==> src/rtl/execute_stage_if.sv <==
// Signal bundle around the Y86-64 execute stage: decode-side inputs, stall controls,
// combinational forwarding outputs and the registered M-stage outputs.
interface execute_stage_if;
  logic [3:0]  D_icode;
  logic [3:0]  D_ifun;
  logic [63:0] D_valA;
  logic [63:0] D_valB;
  logic [63:0] D_valC;
  logic [3:0]  D_dstE;
  logic [3:0]  D_dstM;
  logic        E_bubble;
  logic        M_bubble;
  logic        cc_hold;
  logic [63:0] e_valE;
  logic [3:0]  e_dstE;
  logic        e_Cnd;
  logic [3:0]  M_icode;
  logic        M_Cnd;
  logic [63:0] M_valE;
  logic [63:0] M_valA;
  logic [3:0]  M_dstE;
  logic [3:0]  M_dstM;
  logic [2:0]  cc;

  modport slave (
    input  D_icode, D_ifun, D_valA, D_valB, D_valC, D_dstE, D_dstM,
    input  E_bubble, M_bubble, cc_hold,
    output e_valE, e_dstE, e_Cnd,
    output M_icode, M_Cnd, M_valE, M_valA, M_dstE, M_dstM, cc
  );

  modport master (
    output D_icode, D_ifun, D_valA, D_valB, D_valC, D_dstE, D_dstM,
    output E_bubble, M_bubble, cc_hold,
    input  e_valE, e_dstE, e_Cnd,
    input  M_icode, M_Cnd, M_valE, M_valA, M_dstE, M_dstM, cc
  );
endinterface

==> src/rtl/execute_stage.sv <==
// Y86-64 execute stage: E register, ALU operand/function select, condition codes,
// branch/cmov condition evaluation and the M register feeding the memory stage.
module execute_stage #(
  parameter int         W     = 64,
  parameter logic [3:0] RNONE = 4'hF
) (
  input  logic           clk,
  input  logic           rst_n,
  execute_stage_if.slave bus
);

  localparam logic [3:0] I_NOP    = 4'h1;
  localparam logic [3:0] I_RRMOVQ = 4'h2;
  localparam logic [3:0] I_IRMOVQ = 4'h3;
  localparam logic [3:0] I_RMMOVQ = 4'h4;
  localparam logic [3:0] I_MRMOVQ = 4'h5;
  localparam logic [3:0] I_OPQ    = 4'h6;
  localparam logic [3:0] I_CALL   = 4'h8;
  localparam logic [3:0] I_RET    = 4'h9;
  localparam logic [3:0] I_PUSHQ  = 4'hA;
  localparam logic [3:0] I_POPQ   = 4'hB;

  localparam logic [3:0] F_ADD = 4'h0;
  localparam logic [3:0] F_SUB = 4'h1;
  localparam logic [3:0] F_AND = 4'h2;
  localparam logic [3:0] F_XOR = 4'h3;

  localparam logic [W-1:0] STACK_INC = W'(8);
  localparam logic [W-1:0] STACK_DEC = ~STACK_INC + W'(1);

  // E pipeline register
  logic [3:0]   e_icode_reg;
  logic [3:0]   e_ifun_reg;
  logic [W-1:0] e_val_a_reg;
  logic [W-1:0] e_val_b_reg;
  logic [W-1:0] e_val_c_reg;
  logic [3:0]   e_dst_e_reg;
  logic [3:0]   e_dst_m_reg;

  always_ff @(posedge clk or negedge rst_n) begin
    if (!rst_n) begin
      e_icode_reg <= I_NOP;
      e_ifun_reg  <= 4'h0;
      e_val_a_reg <= '0;
      e_val_b_reg <= '0;
      e_val_c_reg <= '0;
      e_dst_e_reg <= RNONE;
      e_dst_m_reg <= RNONE;
    end else if (bus.E_bubble) begin
      e_icode_reg <= I_NOP;
      e_ifun_reg  <= 4'h0;
      e_val_a_reg <= '0;
      e_val_b_reg <= '0;
      e_val_c_reg <= '0;
      e_dst_e_reg <= RNONE;
      e_dst_m_reg <= RNONE;
    end else begin
      e_icode_reg <= bus.D_icode;
      e_ifun_reg  <= bus.D_ifun;
      e_val_a_reg <= bus.D_valA;
      e_val_b_reg <= bus.D_valB;
      e_val_c_reg <= bus.D_valC;
      e_dst_e_reg <= bus.D_dstE;
      e_dst_m_reg <= bus.D_dstM;
    end
  end

  // Operand and function select
  logic [W-1:0] alu_a;
  logic [W-1:0] alu_b;
  logic [3:0]   alu_fun;

  always_comb begin
    alu_a = '0;
    case (e_icode_reg)
      I_RRMOVQ, I_OPQ:             alu_a = e_val_a_reg;
      I_IRMOVQ, I_RMMOVQ, I_MRMOVQ: alu_a = e_val_c_reg;
      I_CALL, I_PUSHQ:             alu_a = STACK_DEC;
      I_RET, I_POPQ:               alu_a = STACK_INC;
      default:                     alu_a = '0;
    endcase
  end

  always_comb begin
    alu_b = '0;
    case (e_icode_reg)
      I_RMMOVQ, I_MRMOVQ, I_OPQ, I_CALL,
      I_PUSHQ, I_RET, I_POPQ: alu_b = e_val_b_reg;
      default:                alu_b = '0;
    endcase
  end

  assign alu_fun = (e_icode_reg == I_OPQ) ? e_ifun_reg : F_ADD;

  // ALU core and result flags
  logic [W-1:0] alu_r;
  logic         r_zf;
  logic         r_sf;
  logic         r_of;

  always_comb begin
    alu_r = '0;
    r_of  = 1'b0;
    case (alu_fun)
      F_ADD: begin
        alu_r = alu_b + alu_a;
        r_of  = (alu_a[W-1] == alu_b[W-1]) && (alu_r[W-1] != alu_a[W-1]);
      end
      F_SUB: begin
        alu_r = alu_b - alu_a;
        r_of  = (alu_a[W-1] != alu_b[W-1]) && (alu_r[W-1] != alu_b[W-1]);
      end
      F_AND:   alu_r = alu_b & alu_a;
      F_XOR:   alu_r = alu_b ^ alu_a;
      default: alu_r = '0;
    endcase
  end

  assign r_zf = (alu_r == '0);
  assign r_sf = alu_r[W-1];

  // Condition codes; an undefined OPQ function leaves them alone
  logic [2:0] cc_reg;
  logic [2:0] cc_next;
  logic       set_cc;

  assign set_cc  = (e_icode_reg == I_OPQ) && (e_ifun_reg <= F_XOR) && !bus.cc_hold;
  assign cc_next = set_cc ? {r_zf, r_sf, r_of} : cc_reg;

  always_ff @(posedge clk or negedge rst_n) begin
    if (!rst_n) begin
      cc_reg <= 3'b100;
    end else begin
      cc_reg <= cc_next;
    end
  end

  // Jump/cmov condition sees the flags from before this instruction's own update
  logic cc_zf;
  logic cc_sf;
  logic cc_of;
  logic e_cnd;

  assign cc_zf = cc_reg[2];
  assign cc_sf = cc_reg[1];
  assign cc_of = cc_reg[0];

  always_comb begin
    e_cnd = 1'b0;
    case (e_ifun_reg)
      4'h0:    e_cnd = 1'b1;
      4'h1:    e_cnd = (cc_sf ^ cc_of) | cc_zf;
      4'h2:    e_cnd = cc_sf ^ cc_of;
      4'h3:    e_cnd = cc_zf;
      4'h4:    e_cnd = ~cc_zf;
      4'h5:    e_cnd = ~(cc_sf ^ cc_of);
      4'h6:    e_cnd = ~(cc_sf ^ cc_of) & ~cc_zf;
      default: e_cnd = 1'b0;
    endcase
  end

  logic [3:0] e_dst_e;
  assign e_dst_e = ((e_icode_reg == I_RRMOVQ) && !e_cnd) ? RNONE : e_dst_e_reg;

  // M pipeline register; a bubble loads the same value as reset
  logic [3:0]   m_icode_reg;
  logic         m_cnd_reg;
  logic [W-1:0] m_val_e_reg;
  logic [W-1:0] m_val_a_reg;
  logic [3:0]   m_dst_e_reg;
  logic [3:0]   m_dst_m_reg;

  always_ff @(posedge clk or negedge rst_n) begin
    if (!rst_n) begin
      m_icode_reg <= I_NOP;
      m_cnd_reg   <= 1'b0;
      m_val_e_reg <= '0;
      m_val_a_reg <= '0;
      m_dst_e_reg <= RNONE;
      m_dst_m_reg <= RNONE;
    end else if (bus.M_bubble) begin
      m_icode_reg <= I_NOP;
      m_cnd_reg   <= 1'b0;
      m_val_e_reg <= '0;
      m_val_a_reg <= '0;
      m_dst_e_reg <= RNONE;
      m_dst_m_reg <= RNONE;
    end else begin
      m_icode_reg <= e_icode_reg;
      m_cnd_reg   <= e_cnd;
      m_val_e_reg <= alu_r;
      m_val_a_reg <= e_val_a_reg;
      m_dst_e_reg <= e_dst_e;
      m_dst_m_reg <= e_dst_m_reg;
    end
  end

  assign bus.e_valE  = alu_r;
  assign bus.e_dstE  = e_dst_e;
  assign bus.e_Cnd   = e_cnd;
  assign bus.M_icode = m_icode_reg;
  assign bus.M_Cnd   = m_cnd_reg;
  assign bus.M_valE  = m_val_e_reg;
  assign bus.M_valA  = m_val_a_reg;
  assign bus.M_dstE  = m_dst_e_reg;
  assign bus.M_dstM  = m_dst_m_reg;
  assign bus.cc      = cc_reg;

endmodule

==> src/flat_wrapper.sv <==
// flat-port wrapper written by rule: the top's interface ports become plain ports
module execute_stage_flat 
#(
  parameter int         W     = 64,
  parameter logic [3:0] RNONE = 4'hF
)
  (clk, rst_n, bus_D_icode, bus_D_ifun, bus_D_valA, bus_D_valB, bus_D_valC, bus_D_dstE, bus_D_dstM, bus_E_bubble, bus_M_bubble, bus_cc_hold, bus_e_valE, bus_e_dstE, bus_e_Cnd, bus_M_icode, bus_M_Cnd, bus_M_valE, bus_M_valA, bus_M_dstE, bus_M_dstM, bus_cc);
  execute_stage_if bus_i ();
  input  logic clk;
  input  logic rst_n;
  input wire logic [$bits(bus_i.D_icode)-1:0] bus_D_icode;
  input wire logic [$bits(bus_i.D_ifun)-1:0] bus_D_ifun;
  input wire logic [$bits(bus_i.D_valA)-1:0] bus_D_valA;
  input wire logic [$bits(bus_i.D_valB)-1:0] bus_D_valB;
  input wire logic [$bits(bus_i.D_valC)-1:0] bus_D_valC;
  input wire logic [$bits(bus_i.D_dstE)-1:0] bus_D_dstE;
  input wire logic [$bits(bus_i.D_dstM)-1:0] bus_D_dstM;
  input wire logic [$bits(bus_i.E_bubble)-1:0] bus_E_bubble;
  input wire logic [$bits(bus_i.M_bubble)-1:0] bus_M_bubble;
  input wire logic [$bits(bus_i.cc_hold)-1:0] bus_cc_hold;
  output wire logic [$bits(bus_i.e_valE)-1:0] bus_e_valE;
  output wire logic [$bits(bus_i.e_dstE)-1:0] bus_e_dstE;
  output wire logic [$bits(bus_i.e_Cnd)-1:0] bus_e_Cnd;
  output wire logic [$bits(bus_i.M_icode)-1:0] bus_M_icode;
  output wire logic [$bits(bus_i.M_Cnd)-1:0] bus_M_Cnd;
  output wire logic [$bits(bus_i.M_valE)-1:0] bus_M_valE;
  output wire logic [$bits(bus_i.M_valA)-1:0] bus_M_valA;
  output wire logic [$bits(bus_i.M_dstE)-1:0] bus_M_dstE;
  output wire logic [$bits(bus_i.M_dstM)-1:0] bus_M_dstM;
  output wire logic [$bits(bus_i.cc)-1:0] bus_cc;
  assign bus_i.D_icode = bus_D_icode;
  assign bus_i.D_ifun = bus_D_ifun;
  assign bus_i.D_valA = bus_D_valA;
  assign bus_i.D_valB = bus_D_valB;
  assign bus_i.D_valC = bus_D_valC;
  assign bus_i.D_dstE = bus_D_dstE;
  assign bus_i.D_dstM = bus_D_dstM;
  assign bus_i.E_bubble = bus_E_bubble;
  assign bus_i.M_bubble = bus_M_bubble;
  assign bus_i.cc_hold = bus_cc_hold;
  assign bus_e_valE = bus_i.e_valE;
  assign bus_e_dstE = bus_i.e_dstE;
  assign bus_e_Cnd = bus_i.e_Cnd;
  assign bus_M_icode = bus_i.M_icode;
  assign bus_M_Cnd = bus_i.M_Cnd;
  assign bus_M_valE = bus_i.M_valE;
  assign bus_M_valA = bus_i.M_valA;
  assign bus_M_dstE = bus_i.M_dstE;
  assign bus_M_dstM = bus_i.M_dstM;
  assign bus_cc = bus_i.cc;
  execute_stage #(.W(W), .RNONE(RNONE)) u_core (.clk(clk), .rst_n(rst_n), .bus(bus_i));
endmodule
==> config.mk <==
export PLATFORM = sky130hd
export DESIGN_NAME = execute_stage_flat
export DESIGN_NICKNAME = d
export VERILOG_FILES = /design/src/rtl/execute_stage_if.sv /design/src/rtl/execute_stage.sv /design/src/flat_wrapper.sv
export SDC_FILE = /design/constraint.sdc
export NUM_CORES = 1
export LEC_CHECK = 0
export ABC_CLOCK_PERIOD_IN_PS = 18500
export CAP_MARGIN = 20
export CORE_MARGIN = 10
export CORE_UTILIZATION = 50
export CTS_BUF_LIST = sky130_fd_sc_hd__clkbuf_16
export CTS_CLUSTER_SIZE = 20
export DETAILED_ROUTE_END_ITERATION = 10
export PLACE_DENSITY = 0.8
export SLEW_MARGIN = 20
export SYNTH_ARGS = -nofsm -noshare
export SYNTH_HDL_FRONTEND = slang
export SYNTH_SLANG_ARGS = --single-unit
==> constraint.sdc <==
create_clock -name clk -period 18.5 [get_ports clk]
set_input_delay 5.55 -clock clk [delete_from_list [all_inputs] [get_ports clk]]
set_output_delay 5.55 -clock clk [all_outputs]
set_load 0.01 [all_outputs]
Word-level counts from Yosys, hierarchy flattened
Index checks and enable logic that the tools add are counted.
Storage, ports and cells
  register bits: 352
  latch bits: 0
  RAM bits: 0
  ROM bits: 0
  bits of input ports: 213
  output and inout port bits: 213
  logic and storage cells: 81
  memories: 0
Cells by class
  add/sub/neg operators: 2
  multiply operators: 0
  div/mod/pow operators: 0
  magnitude comparators: 1
  equality and inequality tests: 22
  shifts and indexed selects: 0
  muxes and demuxes: 20
  bitwise gates (word level): 7
  reduce and logical (&&, ||, !) cells: 15
Operator list (number)
  case mux 64 bit (4 select lines): 2
  2-to-1 mux 64 bit: 6
  adder 64 bit: 1
  bitwise AND 64 bit: 1
  zero test 64 bit: 1
  subtractor 64 bit: 1
  bitwise XOR 64 bit: 1
  2-to-1 mux 4 bit: 9
  == test 4 x 2 -> 1 bit, second input constant: 6
  == test 4 x 3 -> 1 bit, second input constant: 6
  == test 4 bit, second input constant: 4
  == test 4 x 1 -> 1 bit, second input constant: 2
  zero test 4 bit: 2
  case mux 1 bit (7 select lines): 1
  OR reduction 7 bit: 1
  OR reduction 2 bit: 3
  logical AND 1 bit: 5
  less-or-equal comparator 4 x 2 -> 1 bit, second input constant: 1
  inequality test 1 bit: 3
  OR reduction 3 bit: 1
  zero test 1 bit: 2
  NOT 1 bit: 2
  case mux 1 bit (2 select lines): 1
  bitwise AND 1 bit: 1
  other kinds (4): 4

Depth between registers and ports, before layout
Gate-level depths: netlist of the first run.
  depth in word-level cells: 8
  gate-level depth with buffers: 22
  gate-level depth less buffers: 21

Worst setup path after synthesis of the first run
No wires, ideal clock.
  kind: register to output
  from: register u_core.e_icode_reg[0]
  to: output port bus_e_valE[62]
  arrival time: 4462 ps
  setup slack: 8488 ps
  cell stages (with the launch flop): 19
  path buffers: 1
  cells stage by stage: dfstp_2 > nand2_1 > nor2_1 > a21oi_1 > nor2_1 > clkbuf_1 > a22oi_1 > ha_1 > nand2b_4 > a2111o_1 > a21oi_1 > o31a_1 > and3_1 > a211oi_2 > o31ai_2 > a21oi_1 > o311ai_1 > a21oi_1 > or3_1
On the way
  longest elaborated chain between the ends: 5
  elaborated cells between the ends (all ways): 26
  classes of those cells: add/sub (2); eq/ne (12); mux (4); bitwise (2); reduce/logical (6)
Ends and longest elaborated chain
  from (decl): RTL line execute_stage.sv:32  | logic [3:0] e_icode_reg;
  from (signal assigned): RTL line execute_stage.sv:58  | e_icode_reg <= bus.D_icode;
  == test 4 x 2 -> 1 bit, or another cell as far along: RTL line execute_stage.sv:75  | case (e_icode_reg)
  OR reduction 3 bit, or another cell as far along: RTL line execute_stage.sv:75
  case mux 64 bit (4 select lines) / 2-to-1 mux 64 bit (equally long branches): RTL line execute_stage.sv:75, execute_stage.sv:86
  subtractor 64 bit, or another cell as far along: RTL line execute_stage.sv:110  | alu_r = alu_b - alu_a;
  case mux 64 bit (4 select lines) (*): RTL line execute_stage.sv:104  | case (alu_fun)
  to (decl): RTL line flat_wrapper.sv:21  | output wire logic [$bits(bus_i.e_valE)-1:0] bus_e_valE;
Every way passes the cells marked *; elsewhere a longest branch is shown, timed or not.

Final worst setup path of the first run
  from: register u_core.e_icode_reg[0]
  to: output port bus_e_valE[31]
Same word-level chain as after synthesis.

==> results of run 1 <==
[layout make-up]
type,instances,area share
Clock buffer,36,0.03071
Multi-Input combinational cell,2055,0.4557
Tap cell,607,0.02589
Sequential cell,352,0.3011
Inverter,165,0.02111
Timing Repair Buffer,465,0.1555
Clock inverter,27,0.009938
Antenna cell,1,0.00008530
[Yosys cell counts (20+ instances only)]
master	n	area, um^2
sky130_fd_sc_hd__or2_2	22	137.6
sky130_fd_sc_hd__o31ai_1	56	420.4
sky130_fd_sc_hd__clkbuf_1	131	491.7
sky130_fd_sc_hd__o21ai_0	111	555.5
sky130_fd_sc_hd__a21o_1	30	225.2
sky130_fd_sc_hd__or3_1	26	162.7
sky130_fd_sc_hd__and3_1	28	175.2
sky130_fd_sc_hd__o21a_1	20	150.1
sky130_fd_sc_hd__nand4_1	42	262.8
sky130_fd_sc_hd__o211ai_1	21	157.7
sky130_fd_sc_hd__buf_1	20	75.07
sky130_fd_sc_hd__nor2_1	202	758.2
sky130_fd_sc_hd__a211oi_1	25	187.7
sky130_fd_sc_hd__a21oi_1	216	1081
sky130_fd_sc_hd__ha_1	132	1652
sky130_fd_sc_hd__inv_1	164	615.6
sky130_fd_sc_hd__nor2b_1	379	2371
sky130_fd_sc_hd__a31oi_1	23	143.9
sky130_fd_sc_hd__nand3_1	52	260.3
sky130_fd_sc_hd__nand2_1	194	728.2
sky130_fd_sc_hd__a221oi_1	79	691.9
sky130_fd_sc_hd__nor3_1	58	290.3
sky130_fd_sc_hd__nor4_1	44	275.3
sky130_fd_sc_hd__dfrtp_1	333	8333
[metrics by stage]
step	util	total power (W)	area, um^2
floorplan	-	0.001169	23410
global placement	0.6057	0.001464	28140
detailed placement	0.6057	0.001471	28140
CTS	0.6313	0.002226	29330
global route	0.6315	0.002315	29340
finish	0.6315	0.002243	29340
[cell families (layout without fill, tap and decap cells)]
| logic type | after synthesis | after routing | share of synthesized area |
|---|---|---|---|
| buf+inv | 335 | 693 | 0.05484 |
| flops | 352 | 352 | 0.3773 |
| simple gates | 1114 | 1114 | 0.2534 |
| mux | 17 | 17 | 0.007483 |
| compound gates | 775 | 775 | 0.2290 |
| xor+xnor | 14 | 14 | 0.005238 |
| other cells | 0 | 1 | 0 |
| fa+ha+maj | 135 | 135 | 0.07269 |
[per-layer routing]
metal,wire length (um),part of all wire,vias to the layer above
met5,12,0.00011,-
met4,4379,0.040,2
met3,12870,0.12,279
met2,47370,0.44,1692
met1,44200,0.41,11940
li1,-,-,10450
[worst reg2reg max path: stages, from the launching register on]
cell,delay (ns)
sky130_fd_sc_hd__dfstp_2,0.60
sky130_fd_sc_hd__nand2_1,0.15
sky130_fd_sc_hd__nor2_1,0.12
sky130_fd_sc_hd__a21oi_1,0.07
sky130_fd_sc_hd__nor2_4,0.10
sky130_fd_sc_hd__buf_4,0.54
sky130_fd_sc_hd__a221oi_1,0.47
sky130_fd_sc_hd__ha_1,0.62
sky130_fd_sc_hd__inv_1,0.18
sky130_fd_sc_hd__a2111oi_0,0.69
sky130_fd_sc_hd__a2111oi_2,0.25
sky130_fd_sc_hd__o31ai_1,0.37
sky130_fd_sc_hd__o211ai_2,0.33
sky130_fd_sc_hd__a21oi_1,0.65
sky130_fd_sc_hd__o311a_1,0.26
sky130_fd_sc_hd__mux2_2,0.34
sky130_fd_sc_hd__a22oi_2,0.33
sky130_fd_sc_hd__nand4b_1,0.14
sky130_fd_sc_hd__or4_1,0.52
sky130_fd_sc_hd__or4_1,0.59
sky130_fd_sc_hd__o21ai_1,0.13
[report_power, final]
part | total (W) | internal [W] | switching (W)
Clock | 0.000756 | 0.000439 | 0.000317
Combinational | 0.000656 | 0.000245 | 0.000411
Sequential | 0.000831 | 0.000811 | 0.0000197
Total | 0.00224 | 0.00150 | 0.000748
[path summary, 6_finish.rpt]
check | end | slack [ns] | depth (start not counted)
worst max-delay path | bus_e_valE[31] | 5.61 | 17
worst min-delay path | u_core.bus.M_valA[2] | 0.50 | 1
worst max register to register | u_core.bus.cc[2] | 10.98 | 20
worst min register to register | u_core.bus.M_valA[2] | 0.50 | 1
max in group asynchronous | u_core.e_val_a_reg[17] | 11.23 | 3
min in group asynchronous | u_core.bus.M_valE[48] | 5.06 | 1
==> results.md, run 1 <==
- The signal on the critical path passes through nand2_1 -> nor2_1 -> a21oi_1 -> nor2_4 -> buf_4 -> a221oi_1 -> ha_1 -> nor4_1 -> a21boi_0 -> nor2_1 -> o311ai_0 -> a21oi_1 -> a21boi_0 -> nor3_1 -> a41o_1 -> or3_1 -> clkdlybuf4s50_1.
- The share of synthesized registers carrying an async set or reset is 1.000.
- The largest delay contributor family on the critical path is compound AO/OA/AOI/OAI gates.
- The remaining max-slew budget at the tightest pin is 0.1492.
- The number of antenna violations at the first check in global routing came to 2.
- Data on the critical path arrives at its endpoint at 7.34 ns.
- The detailed-route vias per instance is 6.572.
- The post-route non-filler standard cell count is about 3700.
- The horizontal extent of the die is 236.4 um.
- The total buffers and inverters traversed by the critical path is 2.
- For this design the top-level I/O count stands at 426.
- The largest net degree at the start of global routing is 125.
- The most used flip-flop cell after synthesis is sky130_fd_sc_hd__dfrtp_1.
- For this block, the via count after detailed routing is 24370.
- The total power per unit cell area is 76.47 nW/um^2.
- The clock passes through at most 3 buffers.
- The H-tree depth is 2.
- For this block, the initial DRC count from the detailed router was 3382.
- During synthesis, Yosys emitted a total of 0 warnings.
- Clock latency on the worst-skew pair, taken at its later pin, is 0.57 ns.
- The analysis attributes to cell leakage a power of 13.51 nW.
- For the final database, setup skew stands at 0.01966 ns.
- For this run, global-route usage on met2 was measured as 0.5643.
- The buffers inserted during post-CTS setup optimization is 0.
- The number of sinks handled by clock tree synthesis is around 350.
- The routing usage on met3 is 0.1110.
- The global route total overflow is 0.
- The classification of the worst-slack hold path is flop to flop.
- The launching instance or port of the critical path is u_core.e_icode_reg[0].
- The port buffer count is 425.
- The number of setup violations in the final report is 0.
- The number of placement rows is 79.
- The growth of design area from synthesis to finish is 25.32%.
- The worst setup path is captured at an output port.
- The total iterations of the first detailed-routing run is 6.
- Counting flops with a built-in enable in the synthesized netlist gives 0.
- The cell count after synthesis is ~2700.
- STA puts the critical path data required time at 12.95 ns.
- The number of CTS-inserted buffers is 35.
- The via count of the first global-routing pass came to 23710.
- After detailed routing, the average wire length per cell comes to 29.35 um.
- The count of max-cap constraint violations is 0.
- In the final layout, flip-flops and latches occupy approximately 9000 um^2.
- The routability congestion estimate is 1.056.
- In this run the most used layer during global routing was met2.
- The hold violation total from the final report was 0.
- The worst register-to-register path begins at u_core.e_icode_reg[0].
- The number of pins with negative max-slew slack in the final report is 0.
- The worst hold path begins at u_core.e_val_a_reg[2].
- In the final layout, the multi-input gates occupy 13370 um^2.
- The area of the die is 55870 um^2.
- The register area share after synthesis is 0.3773.
- Setup repair after global routing left no endpoint under its margin.
- The worst slack at placement is 6.599 ns.
- Summed over all nets, the half-perimeter wirelength after detailed placement is 82860 um.
- The aggregate negative setup slack is 0 ns.
- The slowest stage of the critical path is the sky130_fd_sc_hd__o311ai_0 cell.
- The effective utilization at floorplan is 0.5039.
- The final net count is between 3000 and 4000.
- The library cell used as clock root buffer is sky130_fd_sc_hd__clkbuf_16.
- The mean post-synth cell area is 8.537 um^2.
- Of the cells placed in the final design, the portion with a size suffix greater than 1 is 0.05903.
- The nature of the critical path startpoint is a flop.
- Leaving out fill and tap cells, the most frequent cell in the layout is sky130_fd_sc_hd__clkdlybuf4s50_1.
- On the worst path, the slowest cell contributes a delay of 0.96 ns.
- In this run the worst path has a maximum fanout of 63.
- The DRC violation count after routing is 0.
- The met1 usage in global routing is 0.4973.
- The post-cts hold buffer count is 0.
- The worst setup path category is flop to output port.
- The number of instances resized during post-cts repair is 0.
- TritonCTS built the clock tree.
- The CTS clock-pin slew for the worst setup and hold paths is 0.06 ns.
- After detailed routing, the total wire length is 108800 um.
- The count of nets left with antenna violations once routing finished came out at 0.
- Across all setup checks in the final design, the least slack found is 5.614 ns.
- The transition at the pin with the smallest max-transition slack is 1.276 ns.
- Across every metal layer, demand over resource in global routing totals 0.3724.
- Of the available clock period, the critical path in the final layout requires 0.6965.
- The flow ran to the end, and the final reports show no timing, DRC or antenna violations.
- The total placed cells including tap cells is 3644.
- The worst path needs about 13 ns of the cycle, external delays included.
- The area of the placeable core is 46460 um^2.
- The number of storage elements in the synthesis netlist is 352.
- The number of filler instances in the final layout is 3681.
- The count of unique library cells instantiated by Yosys is 93.
- The worst vdd rail ir drop is 0.00008651 V.
- The global-route wire length before repair is 159900 um.
- Static timing analysis puts the maximum clock frequency at 77.61 MHz.
- The worst hold-check slack is 0.5013 ns.
- Leaving out fill and tap cells, the most frequent cells in the layout are 422 x sky130_fd_sc_hd__clkdlybuf4s50_1, 378 x sky130_fd_sc_hd__nor2b_1, 333 x sky130_fd_sc_hd__dfrtp_1.
- The cell area after synthesis is 23410 um^2.
- Counting every net in the synthesized netlist gives 3089.
- The floorplan step set the die height to 236.4 um.
(Power assumes the default switching activity.)
==> run 2: changes to the inputs <==
--- a/config.mk
+++ b/config.mk
@@ -5,14 +5,14 @@
 export SDC_FILE = /design/constraint.sdc
 export NUM_CORES = 1
 export LEC_CHECK = 0
-export ABC_CLOCK_PERIOD_IN_PS = 18500
+export ABC_CLOCK_PERIOD_IN_PS = 10600
 export CAP_MARGIN = 20
 export CORE_MARGIN = 10
-export CORE_UTILIZATION = 50
+export CORE_UTILIZATION = 49
 export CTS_BUF_LIST = sky130_fd_sc_hd__clkbuf_16
 export CTS_CLUSTER_SIZE = 20
 export DETAILED_ROUTE_END_ITERATION = 10
-export PLACE_DENSITY = 0.8
+export PLACE_DENSITY = 0.81
 export SLEW_MARGIN = 20
 export SYNTH_ARGS = -nofsm -noshare
 export SYNTH_HDL_FRONTEND = slang
==> constraint.sdc (replaced) <==
create_clock -name clk -period 10.6 [get_ports clk]
set_input_delay 3.18 -clock clk [delete_from_list [all_inputs] [get_ports clk]]
set_output_delay 3.18 -clock clk [all_outputs]
set_load 0.01 [all_outputs]
==> run 2 against run 1 <==
Global-route usage shrank 1.8 points. Sequential share of layout area shrank 0.091 points. Design area is 0.30% higher. Clock skew rose by 0.0011 ns. Critical path depth unchanged. Hold slack got worse by 0.0026 ns. Die area grew 1.9%. Combinational power rose by 72%. Clock power is 67% higher. Final cell count rose by 0.59%.
==> results.md, run 2 (synthesis results as in run 1) <==
- The flow ran to the end, and the final reports show no timing, DRC or antenna violations.
- The die covers 56920 um^2.
- The detailed router finished its first iteration with 3195 violations.
- Counting buffers and inverters, the worst setup path is 17 cells deep.
- The maximum root-to-sink buffer count is 3.
- The leakage power summed over all cells is 13.57 nW.
- The residual antenna-violating net count after detailed routing is 0.
- The largest net degree at the start of global routing is about 150.
- Counting cells, the worst reg-to-reg path comes to 20.
- The post-place instance area is approximately 28000 um^2.
- The initialized floorplan defines 80 standard-cell rows.
- The total overflow left after global routing is 0.
- The clock reaches the later pin of the worst-skew pair after 0.57 ns.
- The routed via count is roughly 24000.
- The aggregate negative setup slack is 0 ns.
- The worst hold path terminates at u_core.bus.M_valA[32].
- Across the run, the number of max-cap violations was 0.
- From synthesis to final layout, the design area changed by 25.70%.
- The number of antenna violations at the first check in global routing is 4.
- Among cell families on the critical path, the largest total delay comes from compound AO/OA/AOI/OAI gates.
- The area of the placeable core is 47450 um^2.
- The filler cells instantiated in the layout total approximately 4000.
- Port buffering added 425 buffers.
- Detailed placement finished with a half-perimeter wire length of 79620 um.
- The maximum clock rate is 96.61 MHz.
- The transition at the pin with the smallest max-transition slack is 1.303 ns.
- The signal on the critical path passes through nand2_1 -> nor2_1 -> a21oi_1 -> nor2_4 -> buf_4 -> a221oi_1 -> ha_1 -> inv_1 -> a21oi_1 -> o31ai_1 -> a221oi_1 -> o211ai_2 -> a21oi_1 -> nor2_1 -> o31a_1 -> o211ai_1 -> clkdlybuf4s50_1.
- Counting stages on the worst path, the most repeated cell is sky130_fd_sc_hd__a21oi_1.
- The aggregate routed wire length is 104200 um.
- Setup repair after global routing left no endpoint under its margin.
- After clock tree synthesis, the setup repair step added 0 buffers.
- The global-route wire length before repair is 153400 um.
- The routability congestion estimate is 1.132.
- The endpoint of the worst register-to-register path is u_core.bus.cc[2].
- The clock tree from TritonCTS is done.
- The remaining max-slew budget at the tightest pin is 0.1311.
- The tree built by TritonCTS fans out to 352 sinks.
- The worst setup path category is flop to output port.
- The initial utilization of the core area, before any placement, comes to 0.4934.
- The via count of the first global-routing pass came to between 20000 and 25000.
- The post-route standard cell area excluding fillers is 29420 um^2.
- The cell sitting at the root of the clock tree is a sky130_fd_sc_hd__clkbuf_16.
- After clock tree synthesis, the clock-pin slew on the worst setup and hold paths is roughly 0.06 ns.
- The global-route usage over all layers is 0.3540.
- The library cell used most frequently in the layout, excluding fill and tap cells, is sky130_fd_sc_hd__clkdlybuf4s50_1.
- Pin placement for this block handled roughly 430 I/O pins.
- Before CTS, the worst setup slack after placement is 0.9854 ns.
- Dividing the detail-routed via count by the number of cells gives 6.485.
- Between clock sinks in the finished design, the worst skew comes to 0.02076 ns.
- The worst vdd rail ir drop is 0.0001503 V.
- The number of buffers and inverters on the critical path is 3.
- In this run the worst path has a maximum fanout of 25.
- The first detailed-routing pass took 6 iterations.
- Of the available clock period, the critical path in the final layout requires 0.9765.
- The H-tree depth is 2.
- The wire length per cell after detailed routing is roughly 28 um.
- In this run the register-to-register setup slack is 2.87 ns.
- The die is 238.6 um tall.
- The biggest cell delay along the critical path is 1.11 ns.
- In the final design database the tool counted approximately 3400 nets.
- In the routed design, unresolved DRC markers number 0.
- The number of pins with negative max-slew slack in the final report is 0.
- The slowest stage cell on the critical path is sky130_fd_sc_hd__a221oi_1.
- The critical hold path startpoint is u_core.e_val_a_reg[32].
- The hold-critical path depth is 1.
- Once routing completed, OpenROAD measured the worst setup slack at 0.2495 ns.
- The number of CTS-inserted buffers is 37.
- The critical path data required time is ~7.4 ns.
- The nature of the critical path startpoint is a flop.
- The die is between 200 and 250 um wide.
- At the worst endpoint, the arrival time is 7.17 ns.
- The hold violation total from the final report came to 0.
- The path class of the tightest hold or removal check is flop to flop.
- The startpoint of the worst register-to-register path is u_core.e_icode_reg[0].
- For this run, the share of the core covered by cells in the final layout is 0.6202.
- The ratio of cells with drive above 1 in the final layout is 0.06009.
- The element type at the critical path end is an output port.
- The number of setup violations in the final report is 0.
- The total power per unit cell area is approximately 130 nW/um^2.
- The final critical-path required period is 10.35 ns.
- The top cell types in the final layout, fill and taps aside, are 422 x sky130_fd_sc_hd__clkdlybuf4s50_1, 378 x sky130_fd_sc_hd__nor2b_1, 333 x sky130_fd_sc_hd__dfrtp_1.
## run 2: area by class of cell
cell class / instances / area (um^2) / area share
diodes: 3 / 7.507 / 0.0002551
flip-flops and latches: 352 / 8832 / 0.3002
inverters: 165 / 619.3 / 0.02105
multi-input cells: 2055 / 13380 / 0.4549
clock inverters: 28 / 180.2 / 0.006123
repair buffers: 473 / 4656 / 0.1582
clock buffers: 39 / 975.9 / 0.03317
well taps: 615 / 769.5 / 0.02615
## run 2: power breakdown
part | total (W) | switching (W) | internal [W] | leakage, nW
Combinational | 0.00113 | 0.000698 | 0.000430 | 8.40
Clock | 0.00126 | 0.000547 | 0.000713 | 0.595
Sequential | 0.00145 | 0.0000335 | 0.00142 | 4.57
## run 2: worst reg2reg max path, delay by kind of cell, from the launching register on
family          cells  cell delay (ns)
fa+ha+maj           1             0.68
compound gates      8             2.44
flops               1             0.60
simple gates        9             3.59
buf+inv             2             0.34
## run 2: timing repair
| item | 4_1_cts | 5_1_grt |
|---|---|---|
| setup endpoints to repair | 0 | 2 |
| hold buffers | 0 | 0 |
| resized for setup | 0 | 2 |
| hold endpoints to repair | 0 | 0 |
## run 2: worst max-delay path by stage
stage                          start        endpoint  slack [ns]
6_report       u_core.e_icode_reg[0]  bus_e_valE[48]        0.25
5_1_grt        u_core.e_icode_reg[0]  bus_e_valE[62]         0.1
4_1_cts        u_core.e_icode_reg[0]  bus_e_valE[31]        0.38
3_5_place_dp   u_core.e_icode_reg[0]  bus_e_valE[31]        0.99
3_3_place_gp   u_core.e_icode_reg[0]  bus_e_valE[31]        0.89
2_1_floorplan  u_core.e_icode_reg[0]  bus_e_valE[62]        2.96
## run 2: stage by stage
stage               total power [W]  cells  hold slack (ns)
floorplan                  0.002041   2742           0.4643
global placement           0.002548   3659           0.4738
detailed placement         0.002555   3659           0.4866
CTS                        0.003810   3726           0.4942
global route               0.003968   3729           0.5179
finish                     0.003837   3730           0.4987
## run 2: layer usage
metal,up-vias,track usage,wire [um]
met1,11750,0.4949,43120
met3,259,0.09002,12780
li1,10480,-,-
met2,1698,0.5258,44620
met4,0,0.1144,3681
met5,-,0,0
